<file path="config.mk">
export PLATFORM = sky130hd
export DESIGN_NAME = paula_audio_mix_sched
export DESIGN_NICKNAME = d
export VERILOG_FILES = /design/src/rtl/paula_audio_mix_sched.sv
export SDC_FILE = /design/constraint.sdc
export NUM_CORES = 1
export LEC_CHECK = 0
export CORE_AREA = 2 2 145 147
export CTS_CLUSTER_SIZE = 20
export DETAILED_ROUTE_END_ITERATION = 10
export DIE_AREA = 0 0 147 149
export GPL_TIMING_DRIVEN = 1
export PLACE_DENSITY = 0.75
export SETUP_SLACK_MARGIN = 0.4
export SYNTH_ARGS = -nofsm -noshare
export SYNTH_HDL_FRONTEND = slang
export SYNTH_SLANG_ARGS = --single-unit
export TNS_END_PERCENT = 20
</file>
<file path="constraint.sdc">
create_clock -name clk -period 2.4 [get_ports clk]
set_input_delay 0.24 -clock clk [delete_from_list [all_inputs] [get_ports clk]]
set_output_delay 0.24 -clock clk [all_outputs]
set_load 0.05 [all_outputs]
</file>
<file path="src/rtl/paula_audio_mix_sched.sv">
// Four-channel Paula volume scheduler: snapshots channel requests, shares one
// sample x volume multiplier round-robin, keeps per-channel products and the stereo mix.
module paula_audio_mix_sched #(
  parameter int MUL_LAT = 1
) (
  input  logic        clk,
  input  logic        reset_n,
  input  logic [3:0]  smp_req,
  input  logic [31:0] smp_in,
  input  logic [23:0] vol_in,
  input  logic [3:0]  mute,
  output logic [7:0]  mul_sample,
  output logic [5:0]  mul_volume,
  input  logic [13:0] mul_product,
  output logic [55:0] ch_out,
  output logic [14:0] left,
  output logic [14:0] right,
  output logic        mix_valid,
  output logic [3:0]  overrun
);

  localparam int CW = $clog2(MUL_LAT + 1);

  typedef enum logic [1:0] {IDLE = 2'd0, BUSY = 2'd1, MIX = 2'd2} state_t;

  state_t           state_q;
  logic [CW-1:0]    cnt_q;
  logic [3:0]       pend_q, ovr_q;
  logic [3:0][7:0]  snap_smp_q;
  logic [3:0][5:0]  snap_vol_q;
  logic [3:0][13:0] ch_q;
  logic [1:0]       rr_q, gnt_q, gnt_d;
  logic [7:0]       mul_smp_q;
  logic [5:0]       mul_vol_q;
  logic [14:0]      left_q, right_q;
  logic             mix_q;
  logic             issue;

  // Descending scan so the nearest pending channel after rr_q wins.
  always_comb begin
    gnt_d = rr_q;
    for (int k = 4; k >= 1; k--)
      if (pend_q[rr_q + 2'(k)]) gnt_d = rr_q + 2'(k);
  end

  assign issue = (state_q == IDLE) && (|pend_q);

  // A request landing on its own issue edge re-arms pending without counting as overrun.
  always_ff @(posedge clk or negedge reset_n) begin
    if (!reset_n) begin
      pend_q     <= '0;
      ovr_q      <= '0;
      snap_smp_q <= '0;
      snap_vol_q <= '0;
    end else begin
      for (int i = 0; i < 4; i++) begin
        if (smp_req[i]) begin
          snap_smp_q[i] <= smp_in[8*i +: 8];
          snap_vol_q[i] <= vol_in[6*i +: 6];
          pend_q[i]     <= 1'b1;
          if (pend_q[i] && !(issue && gnt_d == 2'(i))) ovr_q[i] <= 1'b1;
        end else if (issue && gnt_d == 2'(i)) begin
          pend_q[i] <= 1'b0;
        end
      end
    end
  end

  always_ff @(posedge clk or negedge reset_n) begin
    if (!reset_n) begin
      state_q   <= IDLE;
      cnt_q     <= '0;
      rr_q      <= 2'd3;
      gnt_q     <= '0;
      mul_smp_q <= '0;
      mul_vol_q <= '0;
      ch_q      <= '0;
      left_q    <= '0;
      right_q   <= '0;
      mix_q     <= 1'b0;
    end else begin
      mix_q <= 1'b0;
      case (state_q)
        IDLE: if (issue) begin
          mul_smp_q <= snap_smp_q[gnt_d];
          mul_vol_q <= mute[gnt_d] ? 6'd0 : snap_vol_q[gnt_d];
          gnt_q     <= gnt_d;
          rr_q      <= gnt_d;
          cnt_q     <= CW'(MUL_LAT);
          state_q   <= BUSY;
        end
        BUSY: begin
          cnt_q <= cnt_q - 1'b1;
          if (cnt_q == CW'(1)) begin
            ch_q[gnt_q] <= mul_product;
            state_q     <= MIX;
          end
        end
        MIX: begin
          left_q  <= {ch_q[0][13], ch_q[0]} + {ch_q[3][13], ch_q[3]};
          right_q <= {ch_q[1][13], ch_q[1]} + {ch_q[2][13], ch_q[2]};
          mix_q   <= 1'b1;
          state_q <= IDLE;
        end
        default: state_q <= IDLE;
      endcase
    end
  end

  assign mul_sample = mul_smp_q;
  assign mul_volume = mul_vol_q;
  assign ch_out     = ch_q;
  assign left       = left_q;
  assign right      = right_q;
  assign mix_valid  = mix_q;
  assign overrun    = ovr_q;

endmodule

</file>
==> flow_summary.ini <==
[grt]
grt_pass1_vias = 5942
grtUsageTotal_pct = 18.8
grt_overflow = 0
grt_max_degree = 74
grt_first_pass_wirelength_mm = 32.2
antenna_found_initial = 0

[finish]
final_area_um2 = 11100
drive_gt1_share_pct = 25.4
diodes = 0
nets = 965
syn_to_final_growth_pct = 38.4

[logic_synthesis]
synthFlopType = dfrtp_1
yosysTopAreaCell = dfrtp_1
synthArstFlopShare_pct = 100
synth_area_um2 = 8040
yosysMostFrequentCell = dfrtp_1
synth_top_family_by_area = multiplexers
syn_area_per_cell_um2 = 12.4
synth_mux_area_share_pct = 19.0
ys_top_cells_by_count = dfrtp_1 (170), mux2_2 (110), nand2_1 (61)
yosysTopAreaCellShare_pct = 52.9
netlist_instances = 649
synth-compound-area-share_pct = 11.2
synth-edff-count = 0
synthSimpleGateAreaFrac_pct = 7.30
synth_nets = 759
ys_warn_count = 0
synth_seq_cells = 172
synth_xor_area_share_pct = 1.96
synth.top_cells.by_area = dfrtp_1 (53%), mux2_2 (15%), ha_1 (4.4%)
synth_fa_ha_area_share_pct = 4.85
synth-seq-area-share_pct = 53.6
yosys.cell_types.count = 59

[detailed_routing]
drc = 0
vias = 5845
wl_mm = 20.2
viasPerCell = 5.12
drtPass1Iterations = 4
wl_per_cell_um = 17.7
drtIter0Drc = 198
drt.antenna.violating_nets = 0

[sta]
worst_hold_slack_ns = 0.296
worstMarginPinSlew_ns = 0.767
drv_slew = 0
maxSlewHeadroom_pct = 48.7
fin_crit_sh_pct = 91.4
rsz0062_at_grt = yes
fmax_mhz = 456
finalSetupViolCount = 0
hold_viol = 0
setup-tns-final_ns = 0
fin_crit_ns = 2.19
fin_skew_ns = 0.0114

[die]
initial_core_util_pct = 39.1
core_um2 = 20600
die_h_um = 149
die_w_um = 147
ioPinCount = 185
dieArea_um2 = 21900
rows = 53

[cts]
cts_buffer_depth = 2
cts-root-buf = clkbuf_16
cts_htree_levels = 4
clk_latency_ns = 0.43
clkTransAtPathRegs_ns = 0.07
cts_tree = built
clkSinkCount = 172
cts_buffers = 17

[critical_path]
required_ns = 2.71
cp-start-kind = register
cp_data_arrival_time_ns = 2.50
cp-end-kind = register
worst-path-max-fanout = 2
critPathKind = register to register

[place]
port-buffer-count = 184
dpl.hpwl_mm = 14.6
gp_congestion = 0.850
dpl_cell_area_um2 = 10300

[job]
maxCapViolations = 0

[outcome]
status = complete, no violations

[worst_hold_path]
hp-class = input pin to async pin
[cells in the final DEF, fill, tap and decap left out, types with 13 or more instances in the layout]
cell type / count
clkdlybuf4s50_1: 183
a22oi_1: 14
mux2i_1: 18
ha_1: 22
buf_4: 27
a21o_1: 14
dfrtp_1: 161
clkbuf_16: 17
o21ai_0: 22
nand2_1: 61
mux2_2: 110
a21oi_1: 20
o21ai_1: 13
[flip-flops by register name, summed over array words and instances, names as in the netlist]
register / count
right: 15
cnt_q: 1
left: 15
rr_q: 2
snap_vol_q: 24
snap_smp_q: 32
mix_valid: 1
mul_sample: 8
state_q: 2
gnt_q: 2
overrun: 4
ch_out: 56
pend_q: 4
mul_volume: 6
[timing repair]
item | CTS | global route
endpoints found under the setup margin | 31 | 42
gates resized for setup | 8 | 16
pin swaps | 9 | 6
hold buffers | 1 | 0
setup buffers | 9 | 3
endpoints found under the hold margin | 39 | 0
[routing by layer]
| layer | routed length, um | vias to the layer above | global-route usage (%) |
|---|---|---|---|
| met5 | 0 | - | 0 |
| met4 | 224 | 0 | 4.81 |
| met3 | 1440 | 13 | 5.44 |
| met2 | 9850 | 174 | 31.4 |
| met1 | 8690 | 2893 | 24.3 |
| li1 | - | 2765 | - |
[worst max-delay path, cell delays in order (launching register included)]
cell and delay (ns):
dfrtp_2 0.43, ha_4 0.17, fa_2 0.33, a21o_1 0.18, a41o_1 0.18, a21o_1 0.19
a221oi_2 0.31, mux2i_1 0.21, nand2_1 0.07
[through the flow]
| stage | utilization [%] | cells | setup WS (ns) |
|---|---|---|---|
| finish | 54.1 | 1142 | 0.206 |
| CTS | 53.7 | 1139 | 0.201 |
| global placement | 50.3 | 1098 | 0.184 |
| floorplan | - | 649 | 0.136 |
| global route | 54.1 | 1142 | 0.0933 |
| detailed placement | 50.3 | 1098 | 0.144 |
[path summary, 6_finish.rpt]
path | start | cells past startpoint | end | slack (ns)
setup / recovery | ch_out[0] | 8 | left[12] | 0.21
hold / removal | reset_n | 2 | ch_out[0] | 0.30
setup reg to reg | ch_out[0] | 8 | left[12] | 0.21
hold reg to reg | overrun[3] | 1 | overrun[3] | 0.46
max in group asynchronous | reset_n | 3 | rr_q[1] | 1.34
min in group clk | smp_in[16] | 2 | snap_smp_q[16] | 0.42
[cell families after synthesis]
| family | count (synthesis) |
|---|---|
| multiplexers | 138 |
| XOR/XNOR | 18 |
| AND/OR/NAND/NOR | 118 |
| buffers and inverters | 41 |
| adder cells (fa/ha/maj) | 30 |
| flip-flops | 172 |
| AO/OA/AOI/OAI | 132 |
[layout make-up]
class                      count  area [um^2]
clock buffer                  18          429
sequential                   172         4320
timing repair buffer         215         2110
tap                          275          344
clock inverter                13          145
inverter                      13         48.8
multi-input combinational    436         3730
fill                        1775         9430
Power is left out: the tool's default activity adds up to more than one toggle a clock period on the data nets, which glitch-free logic cannot reach.
